==> src/rtl/wb_ram_bridge_pkg.sv <==
// Shared types and helpers for the Wishbone-to-RAM bridge and other byte-select adapters.
package wb_ram_bridge_pkg;

  typedef enum logic [2:0] {
    IDLE,
    RD_ISSUE,
    RD_DATA,
    RMW_ISSUE,
    RMW_DATA,
    WR,
    ACK
  } state_e;

  // Widest word the generic byte merge handles; callers zero-extend and truncate.
  localparam int MAX_DATA_W = 256;
  localparam int MAX_SEL_W  = MAX_DATA_W / 8;

  function automatic int log2c(input int n);
    int r;
    r = 0;
    for (int i = 0; i < 31; i++)
      if ((1 << i) < n) r = i + 1;
    return r;
  endfunction

  function automatic int sel_width(input int data_w);
    return data_w / 8;
  endfunction

  // Bytes with sel set come from new_w, the rest keep old_w.
  function automatic logic [MAX_DATA_W-1:0] byte_merge(
    input logic [MAX_DATA_W-1:0] old_w,
    input logic [MAX_DATA_W-1:0] new_w,
    input logic [MAX_SEL_W-1:0]  sel
  );
    logic [MAX_DATA_W-1:0] r;
    r = old_w;
    for (int b = 0; b < MAX_SEL_W; b++)
      if (sel[b]) r[b*8 +: 8] = new_w[b*8 +: 8];
    return r;
  endfunction

endpackage

==> src/rtl/wb_ram_bridge_if.sv <==
// Wishbone-classic bus bundle between an interconnect master and the RAM bridge.
interface wb_ram_bridge_if #(
  parameter int ADDR_W = 8,
  parameter int DATA_W = 32
);
  localparam int SEL_W = DATA_W / 8;

  logic              wb_cyc_i;
  logic              wb_stb_i;
  logic              wb_we_i;
  logic [ADDR_W-1:0] wb_adr_i;
  logic [DATA_W-1:0] wb_dat_i;
  logic [SEL_W-1:0]  wb_sel_i;
  logic [DATA_W-1:0] wb_dat_o;
  logic              wb_ack_o;

  modport master (
    output wb_cyc_i, wb_stb_i, wb_we_i, wb_adr_i, wb_dat_i, wb_sel_i,
    input  wb_dat_o, wb_ack_o
  );

  modport slave (
    input  wb_cyc_i, wb_stb_i, wb_we_i, wb_adr_i, wb_dat_i, wb_sel_i,
    output wb_dat_o, wb_ack_o
  );
endinterface

==> src/rtl/wb_ram_bridge.sv <==
// Wishbone-classic slave serialising bus transfers onto a 1-cycle-latency dual-port RAM,
// with byte-select writes done as read-modify-write.
module wb_ram_bridge
  import wb_ram_bridge_pkg::*;
#(
  parameter int RAM_WORDS_SIZE = 256,
  parameter int DATA_W         = 32,
  localparam int ADDR_W        = log2c(RAM_WORDS_SIZE),
  localparam int SEL_W         = sel_width(DATA_W)
) (
  input  logic              clk_i,
  input  logic              rst_n_i,
  wb_ram_bridge_if.slave    wb,
  output logic              ram_we_o,
  output logic [ADDR_W-1:0] ram_w_addr_o,
  output logic [DATA_W-1:0] ram_data_o,
  output logic [ADDR_W-1:0] ram_r_addr_o,
  input  logic [DATA_W-1:0] ram_data_i
);

  state_e            state;
  logic [ADDR_W-1:0] adr_q;
  logic [DATA_W-1:0] dat_q;
  logic [SEL_W-1:0]  sel_q;
  logic [DATA_W-1:0] rdat_q;
  logic              ack_q;
  logic [DATA_W-1:0] merged;

  assign merged = DATA_W'(byte_merge(MAX_DATA_W'(ram_data_i), MAX_DATA_W'(dat_q),
                                     MAX_SEL_W'(sel_q)));

  assign ram_r_addr_o = adr_q;
  assign ram_w_addr_o = adr_q;
  assign wb.wb_dat_o  = rdat_q;
  assign wb.wb_ack_o  = ack_q;

  // ram_data_o doubles as the merge register for partial writes.
  always_ff @(posedge clk_i or negedge rst_n_i) begin
    if (!rst_n_i) begin
      state      <= IDLE;
      adr_q      <= '0;
      dat_q      <= '0;
      sel_q      <= '0;
      rdat_q     <= '0;
      ack_q      <= 1'b0;
      ram_we_o   <= 1'b0;
      ram_data_o <= '0;
    end else begin
      case (state)
        IDLE: begin
          if (wb.wb_cyc_i && wb.wb_stb_i) begin
            adr_q <= wb.wb_adr_i;
            dat_q <= wb.wb_dat_i;
            sel_q <= wb.wb_sel_i;
            if (!wb.wb_we_i) begin
              state <= RD_ISSUE;
            end else if (&wb.wb_sel_i) begin
              ram_data_o <= wb.wb_dat_i;
              ram_we_o   <= 1'b1;
              state      <= WR;
            end else if (wb.wb_sel_i == '0) begin
              ack_q <= 1'b1;
              state <= ACK;
            end else begin
              state <= RMW_ISSUE;
            end
          end
        end
        RD_ISSUE: state <= wb.wb_cyc_i ? RD_DATA : IDLE;
        RD_DATA: begin
          if (!wb.wb_cyc_i) begin
            state <= IDLE;
          end else begin
            rdat_q <= ram_data_i;
            ack_q  <= 1'b1;
            state  <= ACK;
          end
        end
        RMW_ISSUE: state <= wb.wb_cyc_i ? RMW_DATA : IDLE;
        RMW_DATA: begin
          if (!wb.wb_cyc_i) begin
            state <= IDLE;
          end else begin
            ram_data_o <= merged;
            ram_we_o   <= 1'b1;
            state      <= WR;
          end
        end
        // Once the write strobe is out the transfer is committed, cyc or not.
        WR: begin
          ram_we_o <= 1'b0;
          ack_q    <= 1'b1;
          state    <= ACK;
        end
        ACK: begin
          ack_q <= 1'b0;
          state <= IDLE;
        end
        default: state <= IDLE;
      endcase
    end
  end

endmodule

==> src/flat_wrapper.sv <==
// flat-port wrapper written by rule: the top's interface ports become plain ports
module wb_ram_bridge_flat import wb_ram_bridge_pkg::*;
#(
  parameter int RAM_WORDS_SIZE = 256,
  parameter int DATA_W         = 32,
  localparam int ADDR_W        = log2c(RAM_WORDS_SIZE),
  localparam int SEL_W         = sel_width(DATA_W)
)
  (clk_i, rst_n_i, ram_we_o, ram_w_addr_o, ram_data_o, ram_r_addr_o, ram_data_i, wb_wb_cyc_i, wb_wb_stb_i, wb_wb_we_i, wb_wb_adr_i, wb_wb_dat_i, wb_wb_sel_i, wb_wb_dat_o, wb_wb_ack_o);
  wb_ram_bridge_if #(.ADDR_W((8)), .DATA_W(DATA_W)) wb_i ();
  input  logic clk_i;
  input  logic rst_n_i;
  output logic ram_we_o;
  output logic [ADDR_W-1:0] ram_w_addr_o;
  output logic [DATA_W-1:0] ram_data_o;
  output logic [ADDR_W-1:0] ram_r_addr_o;
  input  logic [DATA_W-1:0] ram_data_i;
  input wire logic [$bits(wb_i.wb_cyc_i)-1:0] wb_wb_cyc_i;
  input wire logic [$bits(wb_i.wb_stb_i)-1:0] wb_wb_stb_i;
  input wire logic [$bits(wb_i.wb_we_i)-1:0] wb_wb_we_i;
  input wire logic [$bits(wb_i.wb_adr_i)-1:0] wb_wb_adr_i;
  input wire logic [$bits(wb_i.wb_dat_i)-1:0] wb_wb_dat_i;
  input wire logic [$bits(wb_i.wb_sel_i)-1:0] wb_wb_sel_i;
  output wire logic [$bits(wb_i.wb_dat_o)-1:0] wb_wb_dat_o;
  output wire logic [$bits(wb_i.wb_ack_o)-1:0] wb_wb_ack_o;
  assign wb_i.wb_cyc_i = wb_wb_cyc_i;
  assign wb_i.wb_stb_i = wb_wb_stb_i;
  assign wb_i.wb_we_i = wb_wb_we_i;
  assign wb_i.wb_adr_i = wb_wb_adr_i;
  assign wb_i.wb_dat_i = wb_wb_dat_i;
  assign wb_i.wb_sel_i = wb_wb_sel_i;
  assign wb_wb_dat_o = wb_i.wb_dat_o;
  assign wb_wb_ack_o = wb_i.wb_ack_o;
  wb_ram_bridge #(.RAM_WORDS_SIZE(RAM_WORDS_SIZE), .DATA_W(DATA_W)) u_core (.clk_i(clk_i), .rst_n_i(rst_n_i), .wb(wb_i), .ram_we_o(ram_we_o), .ram_w_addr_o(ram_w_addr_o), .ram_data_o(ram_data_o), .ram_r_addr_o(ram_r_addr_o), .ram_data_i(ram_data_i));
endmodule
==> config.mk <==
export PLATFORM = sky130hd
export DESIGN_NAME = wb_ram_bridge_flat
export DESIGN_NICKNAME = d
export VERILOG_FILES = /design/src/rtl/wb_ram_bridge_pkg.sv /design/src/rtl/wb_ram_bridge_if.sv /design/src/rtl/wb_ram_bridge.sv /design/src/flat_wrapper.sv
export SDC_FILE = /design/constraint.sdc
export NUM_CORES = 1
export LEC_CHECK = 0
export CAP_MARGIN = 20
export CORE_MARGIN = 4
export CORE_UTILIZATION = 50
export DETAILED_ROUTE_END_ITERATION = 6
export GPL_ROUTABILITY_DRIVEN = 0
export PLACE_DENSITY = 0.85
export SKIP_LAST_GASP = 1
export SYNTH_ARGS = -nofsm -noshare
export SYNTH_HDL_FRONTEND = slang
export SYNTH_SLANG_ARGS = --single-unit
export TNS_END_PERCENT = 1
==> constraint.sdc <==
create_clock -name clk_i -period 5.7 [get_ports clk_i]
set_input_delay 0.57 -clock clk_i [delete_from_list [all_inputs] [get_ports clk_i]]
set_output_delay 0.57 -clock clk_i [all_outputs]
set_load 0.05 [all_outputs]
# Word level (Yosys, flattened, before mapping)
# Index checks and enable logic that the tools add are counted.
# Widths: inputs -> output; s select.
[totals] register_bits=113 input_bits=81 out_inout_bits=82 wordCells=61
[classes] eq_ne=13 n_mux=28 n_reduce_logical=12
[op_table] cell="$mux 32" n=4
[op_table] cell="$pmux 32 s2" n=1
[op_table] cell="$mux 8" n=4
[op_table] cell="$mux 3" n=7
[op_table] cell="$pmux 3 s6" n=1
[op_table] cell="$reduce_and 5->1" n=2
[op_table] cell="$eq 3x3->1 const B" n=3
[op_table] cell="$mux 1" n=8
[op_table] cell="$ne 2x2->1 const B" n=4
[op_table] cell="$eq 3x2->1 const B" n=2
[op_table] cell="$ne 2x1->1 const B" n=3
[op_table] cell="$reduce_and 6->1" n=1
[op_table] cell="$logic_not 4->1" n=1
[op_table] cell="$pmux 1 s4" n=1
[op_table] cell="$reduce_and 2->1" n=2
[op_table] cell="$reduce_and 4->1" n=1
[op_table] cell="$reduce_bool 4->1" n=1
[op_table] cell="$eq 3x1->1 const B" n=1
[op_table] cell="$logic_not 3->1" n=1
[op_table] cell="$pmux 1 s3" n=1
[op_table] cell="$reduce_bool 3->1" n=1
[op_table] cell="$mux 2" n=1
[op_table] cell="$reduce_bool 2->1" n=1
[op_table] cell="$logic_and 1x1->1" n=1

# Longest topological paths before layout
# Gate-level depths: netlist of the first run.
[depth] ltp_word=6 mapped_depth=6 depth_no_buf=3

# Worst setup path after synthesis of the first run
# No wires, ideal clock.
[synth_path] kind="input to register" start="input port wb_wb_cyc_i" end="register u_core.dat_q[0]" setup_time_ns=0.125 arrival_ns=1.786 required_ns=5.575 slack_ns=3.789 cell_stages=5 n_path_buf=2 cell_sequence="or3b_4 > or2_1 > buf_6 > buf_12 > mux2_4"
[synth_via] elab_chain_len=2
[synth_rtl] element="from (decl)" line_no="flat_wrapper.sv:18" text="input wire logic [$bits(wb_i.wb_cyc_i)-1:0] wb_wb_cyc_i;"
[synth_rtl] element="$logic_and 1x1->1" line_no="wb_ram_bridge.sv:51" text="if (wb.wb_cyc_i && wb.wb_stb_i) begin"
[synth_rtl] element="$reduce_and 2->1 (no source line)"
[synth_rtl] element="to (signal assigned)" line_no="wb_ram_bridge.sv:53" text="dat_q <= wb.wb_dat_i;"
[synth_rtl] element="to (decl)" line_no="wb_ram_bridge.sv:23" text="logic [DATA_W-1:0] dat_q;"
# Every way passes these cells.
# A chain may end at the register's enable or synchronous reset.

# Worst setup path in the final report of the first run
[layout_path] start="input port wb_wb_cyc_i" end="register u_core.dat_q[9]"
# Same word-level chain as after synthesis.

==> metrics, run 1 <==
status=finished, final reports clean; Initial DRT Pass Iterations=4; FFs w/ async S/R, synth=1.000; Clock power frac=0.200; CTS buffer count=17; fillcell total=649; Post-Syn Instances=353; post-route ant nets=0; max incr delay on CP=0.58 ns; crit path kind=in -> reg; Post-Layout Cell Count=652; Port-buffer cells=162; synth cell count leaders=dfrtp_1 (113), mux2_4 (40), mux2_2 (36); DIE AREA=11900 um^2; LEAKAGE=3.253 nW; vias per cell=5.485; Setup crit end kind=flip-flop; # resized after CTS=0; largest net degree at the start of global routing=81; Crit path max-delay family=buffers and inverters; required time of the critical path=6.09 ns; Max Cap Viol=0; DRC viols=0; Net count, final=587; initial antenna violation count=0; number of synthesized flops with an enable pin=0; vias in the first global route=3908; Seq pwr share=0.302; clock edge transition at the registers on the reported setup and hold paths=0.05 ns; Fin Hold WS=0.5032 ns; RSZ-0062 raised after global routing=no; top cells by area, synth=dfrtp_1 (55%), mux2_4 (12%), mux2_2 (7.9%); post-synth top area cell=dfrtp_1; cell area power density=687.1 nW/um^2; unique cell type count in the Yosys netlist=34; most frequent cell after synthesis=dfrtp_1; post-synth top area share=0.5535; Mapped Area=5109 um^2; post-synthesis sequential area ratio=0.5535; Final Hold Violating Endpoints=0; CP Cell Sequence=clkdlybuf4s50_1 > or3b_4 > or2_2 > buf_4 > mux2_4; synthesis-to-layout area growth=42.13%; DIE HEIGHT=109.1 um; Fmax=429.3 MHz; Setup TNS=0 ns; share of layout cells above drive strength 1=0.2312; post-CTS setup buffer count=0; Seq cells post-synth=113; fin crit share=0.4086; Die X=109.1 um; Clock Latency Late Sink=0.51 ns; initial core utilization=0.5179; final max-slew violation count=0; Slew HR=0.4386; row count=36; Hold Crit Class=reg -> reg; Worst-Margin Slew=0.8422 ns; Detailed Route WL=13260 um; Arrival @ worst endpoint=2.72 ns; Layout Utilization=0.7360; CTS Hold Buffers Added=1; CTS root buffer=clkbuf_8; crit path time final=2.329 ns; clock skew=0.004474 ns; Ys Warns=0; IO Count=163; Top FF cell, synth=dfrtp_1; placed cells=617; first-pass GRT wire length=20930 um; CP Launch Type=input pin; gr ovfl total=0; area of the core=9864 um^2; drt first-iter violations=174; worst-path fanout max=44; WL/cell=20.34 um; Mean Syn Cell Area=14.47 um^2; antenna cells=0; sw frac=0.4203; Slowest-stage cell, CP=clkdlybuf4s50_1; Critical path buffers and inverters=2; clk buf depth=2; placed wire-length estimate=8575 um; combinational group share of total power=0.498; final setup fails=0; via count=3576; net count after synthesis=434; H-tree depth=4; peak supply drop=0.0004028 V; cell internal pwr=2.892 mW; # clock sinks=113; CTS tree=yes; Overall Global Routing Usage=0.2332; Sw Pwr=2.097 mW
-- per-stage QoR --
stage	power, mW	setup WS, ns	instance area [um^2]
after global routing	5.204	3.336	7261
after floorplan	3.247	3.789	5109
after detailed placement	3.980	2.657	6643
final	4.989	3.371	7261
after CTS	5.015	3.170	7213
after global placement	3.914	2.744	6643
-- power groups by stage --
stage               combinational [mW]  sequential, mW  clock, mW
global placement                  2.44            1.48          0
global route                      2.59            1.55       1.06
detailed placement                2.48            1.50          0
floorplan                        0.984            2.26          0
finish                            2.49            1.50      0.999
CTS                               2.50            1.50       1.02
-- worst reg2reg max path: cells and delay by family (launching register included) --
family / cells / cell delay [ns]
simple gates: 2 / 0.77
mux: 1 / 0.42
buf+inv: 1 / 0.39
flops: 1 / 0.49
-- registers in the layout, indices dropped and copies added (netlist names) --
signal / count
u_core.state: 3
u_core.dat_q: 32
u_core.ram_data_o: 32
u_core.wb.wb_dat_o: 32
u_core.ram_r_addr_o: 8
u_core.wb.wb_ack_o: 1
u_core.sel_q: 4
u_core.ram_we_o: 1
-- layout make-up --
type	instances	area (um^2)	share of cell area
Clock inverter	12	115.1	0.01585
Timing Repair Buffer	168	1699	0.2340
Sequential cell	113	2828	0.3895
Multi-Input combinational cell	204	1999	0.2754
Inverter	2	7.507	0.001034
Tap cell	133	166.4	0.02292
Clock buffer	20	445.4	0.06135
-- layout by cell type, fill, tap and decap left out, drive strengths merged, types with 2 or more instances in the layout --
cell	n
nand4	2
nor4	2
inv	2
mux2	76
nor2	33
dfrtp	113
a21oi	4
mux2i	32
o31a	2
clkdlybuf4s50	161
buf	6
clkinv	8
clkbuf	20
o21ai	4
nand2	4
clkinvlp	2
a221o	32
bufinv	2
-- cell families after synthesis --
logic type	after synthesis	synth area share
simple gates	51	0.05094
buf+inv	36	0.05535
flops	113	0.5535
compound gates	45	0.08058
mux	108	0.2596
-- layer usage --
layer / wire length (um) / share of wire / global-route usage / up-vias
met5: 0 / 0 / 0 / -
met4: 176 / 0.013 / 0.06853 / 0
met3: 1031 / 0.078 / 0.08526 / 13
met2: 6670 / 0.50 / 0.3842 / 147
met1: 5382 / 0.41 / 0.2882 / 1814
li1: - / - / - / 1602
-- worst paths after layout --
kind,slack [ns],start,to,depth (start not counted)
worst max-delay path,3.37,wb_wb_cyc_i,u_core.dat_q[9],5
worst min-delay path,0.50,u_core.wb.wb_dat_o[22],u_core.wb.wb_dat_o[22],1
worst max register to register,3.51,u_core.state[0],u_core.dat_q[9],4
worst min register to register,0.50,u_core.wb.wb_dat_o[22],u_core.wb.wb_dat_o[22],1
max in group asynchronous,4.06,rst_n_i,u_core.dat_q[19],4
min in group asynchronous,0.54,rst_n_i,u_core.wb.wb_ack_o,2
No activity file was read; power rests on OpenSTA's default activity.
==> inputs of run 2 (changes only) <==
- CORE_UTILIZATION: 50 -> 47
- PLACE_DENSITY: 0.85 -> 0.81
- clock period: 5.7 -> 2.3 ns (I/O delays scaled with it)
==> run 2 against run 1 <==
Final cell count grew 1.4%. Register-to-register slack lost 3.2 ns. Cell area grew 1.8%. Die area grew 5.9%. Hold slack lost 0.26 ns. Sequential power grew 150%. Flip-flop and latch count is the same. First-iteration DRC count shrank 24%. Global-route usage shrank 1.4 points.
==> metrics, run 2 (synthesized netlist as in run 1, its figures left out) <==
status=finished, final reports clean; area of the core=10460 um^2; RR Startpoint=u_core.state[0]; WL/cell=20.14 um; drt first-iter violations=132; Clock Latency Late Sink=0.51 ns; Seq pwr share=0.297; Initial DRT Pass Iterations=4; initial antenna violation count=0; met2 wire len=6444 um; Port-buffer cells=162; required time of the critical path=2.68 ns; synthesis-to-layout area growth=44.67%; commonest non-fill, non-tap cell in the layout=clkdlybuf4s50_1; RSZ-0062 raised after global routing=no; initial core utilization=0.4883; post-route ant nets=0; max incr delay on CP=0.55 ns; area of the multi-input gates=2002 um^2; Setup crit end kind=flip-flop; Clock power frac=0.210; # clock sinks=113; H-tree depth=4; fillcell total=738; FF-to-FF End=u_core.ram_data_o[25]; Top Metal Used=met4; clock skew=0.007400 ns; row count=37; fin crit share=0.8777; Layout Utilization=0.7064; Fmax=495.4 MHz; vias in the first global route=4022; CTS root buffer=clkbuf_8; FF/Latch Area=2828 um^2; combinational group share of total power=0.493; Max Cap Viol=0; Slew HR=0.6299; clock edge transition at the registers on the reported setup and hold paths=0.05 ns; Hold Crit Class=in -> async; final max-slew violation count=0; peak supply drop=0.0008274 V; largest net degree at the start of global routing=59; worst-path fanout max=33; gr ovfl total=0; Sw Pwr=5.254 mW; CTS tree=yes; IO Count=163; via count=3676; vias per cell=5.561; cell internal pwr=7.333 mW; total power=12.59 mW; Overall Global Routing Usage=0.2197; most frequent cells in the layout=clkdlybuf4s50_1 (161), dfrtp_1 (113), mux2_4 (40); routed wl met3=1021 um; cell area power density=1703 nW/um^2; CP Cell Sequence=or3b_4 > o31a_4 > a221o_1; Worst-Margin Slew=0.5535 ns; crit path from=u_core.state[0]; CTS buffer count=17; share of layout cells above drive strength 1=0.2419; antenna cells=0; CP Launch Type=flip-flop; clk buf depth=2; placed wire-length estimate=9057 um; Detailed Route WL=13310 um; DIE HEIGHT=112.3 um; first-pass GRT wire length=21820 um; crit path time final=2.019 ns; Slowest-stage cell, CP=o31a_4; met1 WL=5715 um; sw frac=0.4174; Net count, final=594; DIE AREA=12600 um^2; LEAKAGE=3.299 nW; Final Hold Violating Endpoints=0; reg-to-reg slack, setup=0.28 ns; final setup fails=0; crit path kind=reg -> reg; Arrival @ worst endpoint=2.40 ns; Setup TNS=0 ns; reg2reg path depth=3; DRC viols=0; Die X=112.3 um
## run 2: changes by cell type in the layout (fill, tap and decap cells not counted)
cell,previous run,this run
buf_12,1,5
buf_16,1,0
buf_4,4,8
bufinv_16,2,3
clkbuf_1,1,0
clkinv_2,8,1
clkinv_4,0,4
clkinvlp_4,2,4
or2_2,1,0
or2_4,0,1
## run 2: what timing repair did
action,in CTS,in global routing
setup buffers,0,0
endpoints found under the hold margin,38,0
gates resized for setup,0,0
setup endpoints to repair,0,0
hold buffers,1,0
## run 2: layout make-up
cell class	instances	area share
Inverter	2	0.001016
Tap cell	136	0.02302
Timing Repair Buffer	175	0.2411
Clock inverter	12	0.02167
Sequential cell	113	0.3826
Multi-Input combinational cell	204	0.2709
Clock buffer	19	0.05976
## run 2: stage by stage
step                      area [um^2]  setup WS [ns]  hold slack, ns  instances
after floorplan                  5109         0.4454        -0.06559        353
after global placement           6779         0.1753          0.2326        629
after detailed placement         6779         0.1210          0.2331        629
after CTS                        7391         0.2786          0.2465        661
after global routing             7391         0.1960          0.2739        661
final                            7391         0.2813          0.2409        661
## run 2: how the worst max path moves through the flow
| stage | endpoint |
|---|---|
| finish | u_core.ram_data_o[25] |
| global route | u_core.ram_data_o[25] |
| CTS | u_core.ram_data_o[25] |
| detailed placement | u_core.ram_data_o[4] |
| global placement | u_core.ram_data_o[12] |
| floorplan | u_core.dat_q[0] |
## run 2: layer usage
metal	GRT usage	vias up
li1	-	1620
met1	0.2815	1861
met2	0.3536	178
met3	0.07763	17
met4	0.06490	0
met5	0	-
## run 2: power groups by stage
stage	clock network, mW	registers, mW	logic, mW
after global routing	2.80	3.86	6.48
after floorplan	0	5.61	2.44
after global placement	0	3.68	6.11
final	2.65	3.73	6.21
after CTS	2.68	3.73	6.26
after detailed placement	0	3.73	6.22
## run 2: critical path: cells and delay by family (launching register included)
family          cells  cell delay [ns]
flops               1             0.50
compound gates      2             0.92
simple gates        1             0.47
==> inputs of run 3 (changes only) <==
- ABC_AREA: unset -> 1
- CORE_UTILIZATION: 47 -> 43
- PLACE_DENSITY: 0.81 -> 0.77
- clock period: 2.3 -> 1.8 ns (I/O delays scaled with it)
==> run 3 against run 2 <==
Count of clock-buffer cells in the layout grew 2. Cell area is 3.8% higher. Final cell count rose by 53%. Synthesized cell count up 93%. Die area is 13% higher. Setup slack worse by 0.28 ns. Largest cell class unchanged.
==> metrics, run 3 <==
stages on the worst setup path=1; met2 GRT Util=0.3571; Die X=119.4 um; post-route ant nets=0; gr busiest metal=met2; LEAKAGE=3.768 nW; post-synthesis mux area share=0; clk buf depth=2; post-CTS setup buffer count=0; Initial DRT Pass Iterations=6; Arrival @ worst endpoint=1.62 ns; max incr delay on CP=0.83 ns; Setup TNS=0 ns; largest net degree at the start of global routing=50; simple-gate share of the synthesized area=0.2336; vias per cell=4.925; cell area power density=1903 nW/um^2; IO Count=163; WL/cell=15.03 um; drt first-iter violations=360; CTS root buffer=clkbuf_16; post-synthesis sequential area ratio=0.5301; Fmax=556.0 MHz; Crit path max-delay family=buffers and inverters; Critical path buffers and inverters=1; Mean Syn Cell Area=7.844 um^2; Synth Area in Adders=0; Net count, final=913; xor and xnor area share after synthesis=0; initial core utilization=0.4422; Setup crit end kind=output pin; gr ovfl total=0; fin crit share=0.9991; worst slack, placed=0.09444 ns; crit path time final=1.798 ns; final setup fails=0; vias in the first global route=5058; CP Cell Sequence=clkdlybuf4s50_1; unique cell type count in the Yosys netlist=18; first-pass GRT wire length=25130 um; Final Hold Violating Endpoints=0; worst-path fanout max=2; Synth Area in Compound Gates=0.1295; DIE HEIGHT=119.4 um; Port-buffer cells=162; share of layout cells above drive strength 1=0.08175; synth cell count leaders=nand2_1 (235), o21ai_0 (127), dfrtp_1 (113); Slowest-stage cell, CP=clkdlybuf4s50_1; peak supply drop=0.0008589 V; via count=4984; Detailed Route WL=15220 um; DP Area=7034 um^2; Clock Latency Late Sink=0.41 ns; DIE AREA=14250 um^2; top cells by area, synth=dfrtp_1 (53%), nand2_1 (17%), o21ai_0 (12%); clock skew=0.006039 ns; number of synthesized flops with an enable pin=0; synthesis-to-layout area growth=43.87%; antenna cells=0; DRC viols=0; # clock sinks=113; most frequent cells in the layout=nand2_1 (235), clkdlybuf4s50_1 (152), o21ai_0 (127); commonest non-fill, non-tap cell in the layout=nand2_1; Fin Hold WS=0.2737 ns; clock edge transition at the registers on the reported setup and hold paths=0.05 ns; Mapped Area=5334 um^2; Top FF cell, synth=dfrtp_1; Post-Layout Cell Count=1012; Worst-Margin Slew=0.5887 ns; reg2reg path depth=8; status=finished, final reports clean; crit path kind=reg -> out; initial antenna violation count=0; Seq cells post-synth=113; CTS buffer count=17; total power=14.61 mW; placed cells=980; CP Launch Type=flip-flop; row count=40; final max-slew violation count=0; placed wire-length estimate=10610 um; met1 usage=0.2783; post-synth top area cell=dfrtp_1; net count after synthesis=761; H-tree depth=4; Ys Warns=0; fin area=7674 um^2; post-synth top area share=0.5301; area of the core=12060 um^2; Slew HR=0.6076; worst setup margin=0.001574 ns; Overall Global Routing Usage=0.2200; most frequent cell after synthesis=nand2_1; main combinational cell family by area after synthesis=simple AND/OR/NAND/NOR gates; FFs w/ async S/R, synth=1.000; Post-Syn Instances=680; required time of the critical path=1.62 ns; met3 usage=0.06363; Layout Utilization=0.6362; Max Cap Viol=0; CTS tree=yes; RSZ-0062 raised after global routing=yes; Hold Crit Class=in -> async
-- run 3: cell types whose count changed after synthesis, moves of 5 or more --
cell      change
mux2_2       -36
o21ai_0     +123
nand2_1     +231
clkbuf_1     +14
nor2_1       -24
o21ai_1       +6
mux2_4       -40
buf_4         +5
mux2i_1      -32
inv_1        +70
a221o_1      -32
nand3_1      +50
-- run 3: metal layers --
metal  routed length, um  up-vias  share of wire
li1                    -     2441              -
met1                6448     2312           0.42
met5                   0        -              0
met2                7334      191           0.48
met3                1028       40          0.068
met4                 404        0          0.027
-- run 3: power breakdown --
part           internal (mW)  switching, mW
clock network           2.41           1.14
registers               3.54          0.805
logic                   2.17           4.53
total                   8.13           6.48
-- run 3: worst paths after layout --
check / from / endpoint / slack [ns]
worst min-delay path: rst_n_i / u_core.ram_r_addr_o[7] / 0.27
worst max register to register: u_core.state[1] / u_core.ram_data_o[22] / 0.11
max in group asynchronous: rst_n_i / u_core.dat_q[19] / 0.92
worst min register to register: u_core.wb.wb_dat_o[22] / u_core.wb.wb_dat_o[22] / 0.48
min in group clk_i: wb_wb_adr_i[7] / u_core.ram_r_addr_o[7] / 0.34
worst max-delay path: u_core.ram_data_o[19] / ram_data_o[19] / 0.002
-- run 3: final cells by class --
cell class                      instances  area, um^2
Clock buffer                           21       470.5
Clock inverter                         10       157.7
Fill cell                            1021        4388
Inverter                               76       285.3
Multi-Input combinational cell        443        1937
Sequential cell                       113        2828
Tap cell                              168       210.2
Timing Repair Buffer                  181        1785
-- run 3: cells by family after synthesis --
logic type,after synthesis
compound gates,138
buf+inv,124
flops,113
simple gates,305
-- run 3: repair_timing --
action                                  CTS  global route
gates resized for setup                   1             1
hold endpoints to repair                 29             0
endpoints found under the setup margin    4            33
hold buffers                              1             0
cloned                                    0             0
